==> config.mk <==
export PLATFORM = sky130hd
export DESIGN_NAME = alu_seq
export DESIGN_NICKNAME = d
export VERILOG_FILES = /design/src/rtl/alu_seq_pkg.sv /design/src/rtl/alu_mul_iter.sv /design/src/rtl/alu_seq.sv
export SDC_FILE = /design/constraint.sdc
export NUM_CORES = 1
export LEC_CHECK = 0
export ABC_AREA = 1
export CORE_MARGIN = 2
export CORE_UTILIZATION = 55
export CTS_CLUSTER_SIZE = 40
export DETAILED_ROUTE_END_ITERATION = 6
export GPL_TIMING_DRIVEN = 0
export HOLD_SLACK_MARGIN = 0.15
export PLACE_DENSITY = 0.75
export SKIP_CTS_REPAIR_TIMING = 1
export SYNTH_ARGS = -nofsm -noshare
export SYNTH_HDL_FRONTEND = slang
export SYNTH_HIERARCHICAL = 1
export SYNTH_SLANG_ARGS = --single-unit
==> constraint.sdc <==
create_clock -name clk -period 4.97 [get_ports clk]
set_input_delay 0.497 -clock clk [delete_from_list [all_inputs] [get_ports clk]]
set_output_delay 0.497 -clock clk [all_outputs]
set_load 0.02 [all_outputs]
==> src/rtl/alu_seq_pkg.sv <==
// Shared ALU constants: opcodes, flag bit positions and controller state encodings.
// No logic; imported by alu_seq and its multiplier.
// Flag vector layout is {N,Z,C,V} on both psr and apsr.
package alu_seq_pkg;

  localparam logic [3:0] OP_ADD  = 4'd0;
  localparam logic [3:0] OP_ADDC = 4'd1;
  localparam logic [3:0] OP_SUB  = 4'd2;
  localparam logic [3:0] OP_SUBC = 4'd3;
  localparam logic [3:0] OP_NAND = 4'd4;
  localparam logic [3:0] OP_NOR  = 4'd5;
  localparam logic [3:0] OP_XOR  = 4'd6;
  localparam logic [3:0] OP_XNOR = 4'd7;
  localparam logic [3:0] OP_SHL  = 4'd8;
  localparam logic [3:0] OP_SHR  = 4'd9;
  localparam logic [3:0] OP_ASR  = 4'd10;
  localparam logic [3:0] OP_MUL  = 4'd11;

  localparam int APSR_NEG   = 3;
  localparam int APSR_ZERO  = 2;
  localparam int APSR_CARRY = 1;
  localparam int APSR_OVF   = 0;

  typedef enum logic [1:0] {
    ST_IDLE = 2'd0,
    ST_BUSY = 2'd1,
    ST_HOLD = 2'd2
  } state_t;

endpackage

==> src/rtl/alu_mul_iter.sv <==
// Shift-add unsigned multiplier, one partial product per cycle.
// Latency: start pulse, then DATA_WIDTH cycles; done is high on the last step cycle.
// No backpressure: product is combinational and only meaningful while done is high.
module alu_mul_iter
  import alu_seq_pkg::*;
#(
  parameter int DATA_WIDTH = 16
) (
  input  logic                    clk,
  input  logic                    rst,
  input  logic                    start,
  input  logic [DATA_WIDTH-1:0]   a,
  input  logic [DATA_WIDTH-1:0]   b,
  output logic                    done,
  output logic [2*DATA_WIDTH-1:0] product
);

  localparam int CW = $clog2(DATA_WIDTH);

  logic [2*DATA_WIDTH-1:0] acc;
  logic [2*DATA_WIDTH-1:0] mcand;
  logic [DATA_WIDTH-1:0]   mplier;
  logic [CW-1:0]           cnt;
  logic                    running;

  // product folds in the current step so the caller can capture it on done
  assign product = acc + (mplier[0] ? mcand : '0);
  assign done    = running && (cnt == '0);

  always_ff @(posedge clk) begin
    if (rst) begin
      acc     <= '0;
      mcand   <= '0;
      mplier  <= '0;
      cnt     <= '0;
      running <= 1'b0;
    end else if (start) begin
      acc     <= '0;
      mcand   <= {{DATA_WIDTH{1'b0}}, a};
      mplier  <= b;
      cnt     <= CW'(DATA_WIDTH - 1);
      running <= 1'b1;
    end else if (running) begin
      acc     <= product;
      mcand   <= mcand << 1;
      mplier  <= mplier >> 1;
      cnt     <= cnt - 1'b1;
      if (cnt == '0) running <= 1'b0;
    end
  end

endmodule

==> src/rtl/alu_seq.sv <==
// Registered ALU with valid/ready in and out; optional iterative MUL under ALU_SEQ_MUL_EN.
// Latency: 1 cycle for single-cycle ops, DATA_WIDTH+1 for MUL.
// Backpressure: result held while out_ready is low; in_ready = IDLE, or HOLD with out_ready.
module alu_seq
  import alu_seq_pkg::*;
#(
  parameter int DATA_WIDTH = 16,
  parameter int OP_WIDTH   = 4
) (
  input  logic                  clk,
  input  logic                  rst,
  input  logic                  in_valid,
  output logic                  in_ready,
  input  logic [OP_WIDTH-1:0]   operation,
  input  logic [DATA_WIDTH-1:0] a_i,
  input  logic [DATA_WIDTH-1:0] b_i,
  input  logic [3:0]            psr,
  output logic                  out_valid,
  input  logic                  out_ready,
  output logic [DATA_WIDTH-1:0] result,
  output logic [3:0]            apsr
);

  localparam int SHW = $clog2(DATA_WIDTH);
  localparam int MSB = DATA_WIDTH - 1;

  state_t state, state_nxt;
  logic                  accept;
  logic                  alu_load;
  logic                  cin;
  logic [SHW-1:0]        sh_amt;
  logic [DATA_WIDTH:0]   add_w, sub_w, shl_w, shr_w, asr_w;
  logic [DATA_WIDTH-1:0] alu_res;
  logic                  alu_c, alu_v, alu_pass;
  logic [3:0]            alu_flags;

  assign accept    = in_valid && in_ready;
  assign out_valid = (state == ST_HOLD);

  assign sh_amt = b_i[SHW-1:0];
  assign cin    = ((operation == OP_WIDTH'(OP_ADDC)) || (operation == OP_WIDTH'(OP_SUBC)))
                  ? psr[APSR_CARRY] : 1'b0;

  // one extra bit catches carry/borrow; shifts keep the last bit out in the extra bit
  assign add_w = {1'b0, a_i} + {1'b0, b_i} + {{DATA_WIDTH{1'b0}}, cin};
  assign sub_w = {1'b0, a_i} - {1'b0, b_i} - {{DATA_WIDTH{1'b0}}, cin};
  assign shl_w = {1'b0, a_i} << sh_amt;
  assign shr_w = {a_i, 1'b0} >> sh_amt;
  assign asr_w = $unsigned($signed({a_i, 1'b0}) >>> sh_amt);

  always_comb begin
    alu_res  = a_i;
    alu_c    = 1'b0;
    alu_v    = psr[APSR_OVF];
    alu_pass = 1'b0;
    case (operation)
      OP_WIDTH'(OP_ADD), OP_WIDTH'(OP_ADDC): begin
        alu_res = add_w[MSB:0];
        alu_c   = add_w[DATA_WIDTH];
        alu_v   = (a_i[MSB] == b_i[MSB]) && (add_w[MSB] != a_i[MSB]);
      end
      OP_WIDTH'(OP_SUB), OP_WIDTH'(OP_SUBC): begin
        alu_res = sub_w[MSB:0];
        alu_c   = sub_w[DATA_WIDTH];
        alu_v   = (a_i[MSB] != b_i[MSB]) && (sub_w[MSB] != a_i[MSB]);
      end
      OP_WIDTH'(OP_NAND): alu_res = ~(a_i & b_i);
      OP_WIDTH'(OP_NOR):  alu_res = ~(a_i | b_i);
      OP_WIDTH'(OP_XOR):  alu_res = a_i ^ b_i;
      OP_WIDTH'(OP_XNOR): alu_res = ~(a_i ^ b_i);
      OP_WIDTH'(OP_SHL): begin
        alu_res = shl_w[MSB:0];
        alu_c   = (sh_amt == '0) ? psr[APSR_CARRY] : shl_w[DATA_WIDTH];
      end
      OP_WIDTH'(OP_SHR): begin
        alu_res = shr_w[DATA_WIDTH:1];
        alu_c   = (sh_amt == '0) ? psr[APSR_CARRY] : shr_w[0];
      end
      OP_WIDTH'(OP_ASR): begin
        alu_res = asr_w[DATA_WIDTH:1];
        alu_c   = (sh_amt == '0) ? psr[APSR_CARRY] : asr_w[0];
      end
      default: alu_pass = 1'b1;
    endcase
    alu_flags = alu_pass ? psr : {alu_res[MSB], (alu_res == '0), alu_c, alu_v};
  end

`ifdef ALU_SEQ_MUL_EN
  logic                    is_mul;
  logic                    mul_start;
  logic                    mul_done;
  logic                    mul_v;
  logic [2*DATA_WIDTH-1:0] mul_prod;

  assign is_mul    = (operation == OP_WIDTH'(OP_MUL));
  assign mul_start = accept && is_mul;
  assign alu_load  = accept && !is_mul;
  assign in_ready  = !rst && ((state == ST_IDLE) || ((state == ST_HOLD) && out_ready));

  alu_mul_iter #(.DATA_WIDTH(DATA_WIDTH)) u_mul (
    .clk     (clk),
    .rst     (rst),
    .start   (mul_start),
    .a       (a_i),
    .b       (b_i),
    .done    (mul_done),
    .product (mul_prod)
  );
`else
  assign alu_load = accept;
  assign in_ready = !rst && (!out_valid || out_ready);
`endif

  always_comb begin
    state_nxt = state;
    if (accept) begin
`ifdef ALU_SEQ_MUL_EN
      state_nxt = is_mul ? ST_BUSY : ST_HOLD;
`else
      state_nxt = ST_HOLD;
`endif
    end else if ((state == ST_HOLD) && out_ready) begin
      state_nxt = ST_IDLE;
`ifdef ALU_SEQ_MUL_EN
    end else if ((state == ST_BUSY) && mul_done) begin
      state_nxt = ST_HOLD;
`endif
    end
  end

  always_ff @(posedge clk) begin
    if (rst) begin
      state  <= ST_IDLE;
      result <= '0;
      apsr   <= '0;
`ifdef ALU_SEQ_MUL_EN
      mul_v  <= 1'b0;
`endif
    end else begin
      state <= state_nxt;
      if (alu_load) begin
        result <= alu_res;
        apsr   <= alu_flags;
      end
`ifdef ALU_SEQ_MUL_EN
      // psr is only valid on the accept cycle, so V is kept for completion
      if (mul_start) mul_v <= psr[APSR_OVF];
      if ((state == ST_BUSY) && mul_done) begin
        result <= mul_prod[MSB:0];
        apsr   <= {mul_prod[MSB], (mul_prod[MSB:0] == '0),
                   (mul_prod[2*DATA_WIDTH-1:DATA_WIDTH] != '0), mul_v};
      end
`endif
    end
  end

endmodule

* After elaboration in Yosys (flattened, before gate mapping)
Cells that the tools add are included.
** Operators by class
- $add $sub $neg :: 4
- Equality and inequality tests :: 14
- Shifts and indexed selects :: 3
- Mux-type cells :: 10
- Bitwise operators :: 6
- Reduce and logical (&&, ||, !) cells :: 16
** Operators by type and width (number)
- $pmux W16 S9 :: 1
- $not A16 Y16 :: 3
- $add A16 B16 Y17 :: 1
- $add A17 B1 Y17 :: 1
- $shl A16 B4 Y17 :: 1
- $shr A17 B4 Y17 :: 1
- $sshr A17 B4 Y17 :: 1
- $sub A16 B16 Y17 :: 1
- $sub A17 B1 Y17 :: 1
- $and A16 B16 Y16 :: 1
- $eq A4 B3 Y1 const B :: 4
- $logic_not A16 Y1 :: 1
- $or A16 B16 Y16 :: 1
- $xor A16 B16 Y16 :: 1
- $eq A4 B4 Y1 const B :: 3
- $reduce_or A11 Y1 :: 1
- $eq A4 B2 Y1 const B :: 2
- $logic_not A4 Y1 :: 2
- $logic_and A1 B1 Y1 :: 5
- $pmux W1 S5 :: 1
- $eq A4 B1 Y1 const B :: 1
- $mux W1 :: 4
- $mux W2 :: 2
- $mux W4 :: 1
- 7 further kinds :: 12
** Storage, ports and cells
- Register bits after elaboration :: 21
- Bits of input ports :: 44
- Output and inout port bits :: 22

* Logic depth before layout (Yosys ltp)
Gate-level depths: netlist of run 1.
- Depth in word-level cells :: 8
- Gate-level depth with buffers :: 24
- Depth with buffers taken out :: 24

* Least setup slack after synthesis of run 1
No wires, ideal clock.
- Kind :: input to register
- From :: input port operation[2]
- To :: register apsr[2]
- Arrival time :: 2.846 ns
- Required time :: 4.906 ns
- Slack :: 2.060 ns
- Stages on the path :: 21
- Path buffers :: 0
- Path through :: inv_2 > nand2_1 > nor3_1 > inv_1 > fa_1 > fa_1 > nor2_1 > o21ai_1 > nand2_1 > nand3_1 > nand3_1 > nand2_1 > nor2_1 > nand2_1 > nor2_2 > nand2_1 > nor2_1 > nand3_1 > nor2_1 > nor2_1 > nor2_1
** On the way
- Longest elaborated chain between the ends :: 7
** RTL lines
- start: declaration :: line alu_seq.sv:14 : input logic [OP_WIDTH-1:0] operation,
- $eq A4 B1 Y1 / $eq A4 B2 Y1 (equally long branches) :: line alu_seq.sv:41, alu_seq.sv:56
- $logic_or A1 B1 Y1 :: line alu_seq.sv:41 : assign cin = ((operation == OP_WIDTH'(OP_ADDC)) || (operation == OP_WIDTH'(OP_SUBC)))
- $mux W1 :: line alu_seq.sv:42 : ? psr[APSR_CARRY] : 1'b0;
- $sub A17 B1 Y17 / $add A17 B1 Y17 (equally long branches) :: line alu_seq.sv:46, alu_seq.sv:45
- $pmux W16 S9 :: line alu_seq.sv:56 : case (operation)
- $logic_not A16 Y1 :: line alu_seq.sv:85 : alu_flags = alu_pass ? psr : {alu_res[MSB], (alu_res == '0), alu_c, alu_v};
- $mux W4 * :: line alu_seq.sv:85
- end signal: assignment :: line alu_seq.sv:143 : apsr <= alu_flags;
- end: declaration :: line alu_seq.sv:21 : output logic [3:0] apsr
Mark *: on every way between the ends. The rest lies on a longest branch, timed or not.
A chain may end at the register's enable or synchronous reset.

* Final worst setup path of run 1
Same ends and word-level chain as after synthesis.

==> impl_metrics.toml, run 1 <==
[outcome]
outcome = "complete, no violations"

[final_layout]
fin_nets = 1296
drive_gt1_frac = 0.04392
final_area_um2 = 6691
final_util = 0.6482
syn_to_final_growth_pct = 14.69
multi_input_area_um2 = 4646
fillers = 1074
n_antenna_cell = 0
final_common_cell = "nand2_1"
final_cell_mix = "nand2_1 (397), nand3_1 (168), inv_1 (139)"
register_area_um2 = 420.4

[floorplanning]
ios = 66
placementRows = 37
die_h_um = 107.0
die_area_um2 = 11450
initial_core_util = 0.5651
core_region_area_um2 = 10320
die_x_um = 107.0

[logic_synthesis]
yosys.area.top_type_share = 0.2554
syn-num-nets = 1227
syn_area_um2 = 5834
synth.yosys.seq_area_share = 0.07206
synth_fa_ha_area_frac = 0.1488
synth_top_family_by_area = "simple AND/OR/NAND/NOR gates"
synth_ff_type = "dfxtp_1"
syn-mean-instance-area_um2 = 5.228
synth_simple_gate_area_frac = 0.5351
synth-xor-area-share = 0.007506
synth_compound_area_frac = 0.1049
synth_edf_count = 0
synthMuxAreaShare = 0
synthCells = 1116
synth_seq_cells = 21
synth_area_leaders = "nand2_1 (26%), nand3_1 (14%), ha_1 (14%)"
synth_top_area_cell = "nand2_1"
yosys_warnings = 6
yosysUniqueCellTypes = 44
async_reset_ff_frac = 0

[placement]
place_congestion = 1.054
place_hpwl_um = 19200
port_buffers = 64
placed_cell_area_um2 = 6645

[timing]
fin_crit_ps = 4119
timing.fmax_mhz = 242.8
slew_headroom = 0.6045
grt_setup_unrepaired = "false"
finalSetupTns_ps = 0
whs_ps = 470.2
finClkSkew_ps = 1.495
tightest_slew_ps = 591.0
post-route-period-util = 0.8287
hold_viol_final = 0
finalSetupViolCount = 0
drv_slew = 0

[routing]
drt-pass1-iter-count = 6
routed_via_density = 5.836
routed_wl_um = 23230
drc_errors = 0
antenna_left = 0
drt_iter0_drc = 815
vias = 7704
post_drt_wl_per_cell_um = 17.60

[setup_path]
cp_max_fo = 4
crit_path_start_kind = "primary input"
cp.required_ps = 5180
reg2reg_slack_ps = 3590
end_kind = "register"
crit_arrival_ps = 4330
crit_start = "operation[2]"
criticalPathCategory = "in -> reg"
r2r_start = "state[1]"

[power_and_ir_drop]
clkPwrFrac = 0.110
p_seq_frac = 0.184
leakagePower_nw = 3.617
pwr-share-comb = 0.705
swShare = 0.5259
power_mw = 1.042
power_density_nw_per_um2 = 155.7
p_int_mw = 0.4938
p_sw_mw = 0.5478
ir_drop_mv = 0.1368

[cts]
numClockSinks = 21
htreeDepth = 1
cts_buffers = 3
root_buffer = "clkbuf_8"
clock_path_buffers = 2
worstSkewPairLatency_ps = 270
tritoncts = "built"
cts.clk_slew.worst_paths_ps = 80

[global_route]
grt_usage = 0.4085
grt_pass1_wl_um = 36840
grt_pass1_vias = 7199
antenna_found_initial = 0
gr-total-overflow = 0
grt_max_degree = 14

[min_path]
min_path_type = "reg -> reg"
hp-start = "apsr[0]"

[run]
drv_cap = 0
metal layers:
layer  global-route usage  vias to the layer above  share of wire
met1               0.5297                     3432           0.39
li1                     -                     3720              -
met2               0.6770                      467           0.45
met5                    0                        -              0
met4               0.1892                        0          0.048
met3              0.04620                       85           0.10
power groups by stage:
| stage | sequential (mW) | combinational (mW) | clock [mW] |
|---|---|---|---|
| after global routing | 0.193 | 0.808 | 0.122 |
| after detailed placement | 0.196 | 0.711 | 0 |
| after global placement | 0.195 | 0.704 | 0 |
| after CTS | 0.192 | 0.714 | 0.114 |
| after floorplan | 0.214 | 0.454 | 0 |
| final | 0.192 | 0.735 | 0.115 |
metrics by stage:
| step | worst slack, ps | cells |
|---|---|---|
| 3_3_place_gp | 742.4 | 1316 |
| 6_report | 851.2 | 1320 |
| 5_1_grt | 595.1 | 1320 |
| 2_1_floorplan | 2060 | 1116 |
| 3_5_place_dp | 689.3 | 1316 |
| 4_1_cts | 950.0 | 1320 |
Yosys cell counts, types with 4 or more instances:
master    number
nand2_2        8
nor2_2         5
dfxtp_1       21
nand3_1      168
o211ai_1       5
nor2_1       107
fa_1           4
buf_4          4
clkbuf_1       9
o21ai_1        5
inv_2          5
nand2_1      397
a21oi_1       50
nand3b_1       6
buf_6          6
ha_1          63
nand4_1       20
o21ai_0       44
buf_2         11
inv_1        139
nor3_1         6
path summary, 6_finish.rpt:
path / to / depth (start not counted)
max reg2reg: result[5] / 6
min: apsr[0] / 2
min reg2reg: apsr[0] / 2
max: apsr[2] / 22
sequential cells by signal, summed over array words and instances, names as in the netlist:
name and flops:
apsr 4, state 1, result 16
final cells by class:
| class | instances | area share |
|---|---|---|
| buffer | 33 | 0.03216 |
| clock buffer | 3 | 0.006171 |
| clock inverter | 1 | 0.0007479 |
| inverter | 146 | 0.08265 |
| multi-input combinational | 916 | 0.6943 |
| sequential | 21 | 0.06283 |
| tap | 136 | 0.02543 |
| timing repair buffer | 64 | 0.09574 |
worst max-delay path, cell delays in order:
cell and delay (ps):
clkdlybuf4s50_1 520, inv_2 140, nand2_1 150, nor3_1 330, inv_1 100, fa_1 460
fa_1 470, nor2_1 240, o21ai_1 150, nand2_1 100, nand3_1 60, nand3_1 80
nand2_1 60, nor2_1 190, nand2_1 90, nor2_2 200, nand2_1 80, nor2_1 110
nand3_1 70, nor2_1 100, nor2_1 50, nor2_1 70
logic make-up (layout without fill, tap and decap cells):
logic type	after synthesis	in the layout
AO/OA/AOI/OAI	114	114
adder cells (fa/ha/maj)	67	67
AND/OR/NAND/NOR	730	730
buffers and inverters	179	247
XOR/XNOR	5	5
flip-flops	21	21
No activity file was read; power rests on OpenSTA's default activity.
==> inputs of run 2 (changes only) <==
--- a/config.mk
+++ b/config.mk
@@ -7,12 +7,12 @@
 export LEC_CHECK = 0
 export ABC_AREA = 1
 export CORE_MARGIN = 2
-export CORE_UTILIZATION = 55
+export CORE_UTILIZATION = 54
 export CTS_CLUSTER_SIZE = 40
 export DETAILED_ROUTE_END_ITERATION = 6
 export GPL_TIMING_DRIVEN = 0
 export HOLD_SLACK_MARGIN = 0.15
-export PLACE_DENSITY = 0.75
+export PLACE_DENSITY = 0.77
 export SKIP_CTS_REPAIR_TIMING = 1
 export SYNTH_ARGS = -nofsm -noshare
 export SYNTH_HDL_FRONTEND = slang
==> constraint.sdc (replaced) <==
create_clock -name clk -period 3.72 [get_ports clk]
set_input_delay 0.372 -clock clk [delete_from_list [all_inputs] [get_ports clk]]
set_output_delay 0.372 -clock clk [all_outputs]
set_load 0.02 [all_outputs]
==> impl_metrics.toml, run 2 (synthesis gave the netlist of run 1 again) <==
[timing]
fin_crit_ps = 3617
timing.fmax_mhz = 276.5
tightest_slew_ps = 644.9
slew_headroom = 0.5685
whs_ps = 470.8
finClkSkew_ps = 6.151
drv_slew = 0
hold_viol_final = 0
post-route-period-util = 0.9723
finalSetupViolCount = 0

[outcome]
outcome = "complete, no violations"

[final_layout]
register_area_um2 = 420.4
final_common_cell = "nand2_1"
largest_register = "result"
largestRegisters = "result: 16 flops, apsr: 4 flops, state: 1 flops"
fin_nets = 1296
final_cells = 1320
largest_reg_flops = 16
n_antenna_cell = 0
multi_input_area_um2 = 4696
drive_gt1_frac = 0.05321
syn_to_final_growth_pct = 15.78
fillers = 1086
final_cell_mix = "nand2_1 (395), nand3_1 (168), inv_1 (138)"

[floorplanning]
die_area_um2 = 11650
core_region_area_um2 = 10420
die_h_um = 107.9
placementRows = 37
initial_core_util = 0.5601
die_x_um = 107.9
ios = 66

[global_route]
gr-total-overflow = 0
antenna_found_initial = 0
grt_max_degree = 14
grt_pass1_wl_um = 36500
grt_usage = 0.4016
grt_pass1_vias = 7070

[routing]
drt-pass1-iter-count = 6
post_drt_wl_per_cell_um = 17.68
routed_wl_um = 23330
drt_iter0_drc = 856
drc_errors = 0
antenna_left = 0
vias = 7705
routed_via_density = 5.837

[cts]
htreeDepth = 1
numClockSinks = 21
cts_buffers = 3
tritoncts = "built"
cts.clk_slew.worst_paths_ps = 80
worstSkewPairLatency_ps = 270
clock_path_buffers = 2
root_buffer = "clkbuf_8"

[power_and_ir_drop]
power_density_nw_per_um2 = 207.9
leakagePower_nw = 3.636
ir_drop_mv = 0.1504

[setup_path]
crit_arrival_ps = 3830
cp.required_ps = 3940
crit_path_start_kind = "primary input"
criticalPathCategory = "in -> reg"
cp_max_fo = 4
end_kind = "register"

[min_path]
min_path_type = "reg -> reg"

[run]
drv_cap = 0

[placement]
place_hpwl_um = 19240
port_buffers = 64
place_inst = 1316
place_congestion = 1.023
-- run 2: metrics by stage --
stage / TNS (ps) / cell area, um^2 / utilization / worst slack (ps) / power [mW]
6_report: 0 / 6755 / 0.6485 / 103.2 / 1.405
5_1_grt: -15.89 / 6755 / 0.6485 / -15.89 / 1.519
4_1_cts: -187.5 / 6691 / 0.6424 / -187.5 / 1.361
3_5_place_dp: -894.7 / 6645 / 0.6380 / -469.5 / 1.206
3_3_place_gp: -724.3 / 6645 / 0.6380 / -438.9 / 1.196
2_1_floorplan: 0 / 5834 / - / 934.9 / 0.8934
-- run 2: cell type report --
type / instances / area share
flip-flops and latches: 21 / 0.06223
inverters: 146 / 0.08242
clock buffers: 3 / 0.006112
clock inverters: 1 / 0.0007409
well taps: 136 / 0.02519
multi-input cells: 916 / 0.6951
repair buffers: 64 / 0.09557
plain buffers: 33 / 0.03260
-- run 2: per-layer routing --
metal / track usage / part of all wire / wire, um
met5: 0 / 0 / 0
met4: 0.1777 / 0.052 / 1211
met3: 0.06088 / 0.11 / 2470
met2: 0.6608 / 0.45 / 10560
met1: 0.5195 / 0.39 / 9093
-- run 2: power by group --
group / internal [mW] / switching [mW]
clock: 0.0749 / 0.0819
combinational: 0.345 / 0.645
sequential: 0.246 / 0.0113
-- run 2: worst paths after layout --
check | startpoint | endpoint | slack (ps) | cells past startpoint
max | operation[2] | apsr[2] | 100 | 22
max reg2reg | state[1] | result[5] | 2280 | 6
min reg2reg | result[1] | result[1] | 470 | 2
min | result[1] | result[1] | 470 | 2
-- run 2: worst max-delay path: stages --
cell and delay [ps]:
clkdlybuf4s50_1 510, inv_2 140, nand2_2 130, nor3_4 190, inv_1 80, fa_1 440
fa_2 420, nand2_1 80, inv_1 30, o21ai_0 250, nand2_1 100, nor2_1 150
nand3_1 90, nor2_1 110, nand2_1 60, nand2_1 170, nand3_1 100, nor2_1 100
nand3_1 90, nor2_1 90, nor2_1 50, nor2_1 70
==> inputs of run 3 (changes only) <==
--- a/config.mk
+++ b/config.mk
@@ -11,9 +11,10 @@
 export CTS_CLUSTER_SIZE = 40
 export DETAILED_ROUTE_END_ITERATION = 6
 export GPL_TIMING_DRIVEN = 0
-export HOLD_SLACK_MARGIN = 0.15
+export HOLD_SLACK_MARGIN = 0.06
 export PLACE_DENSITY = 0.77
 export SKIP_CTS_REPAIR_TIMING = 1
+export SKIP_LAST_GASP = 1
 export SYNTH_ARGS = -nofsm -noshare
 export SYNTH_HDL_FRONTEND = slang
 export SYNTH_HIERARCHICAL = 1
==> results of run 3 <==
Final layout, timing and power as in run 2 (identical DEF).
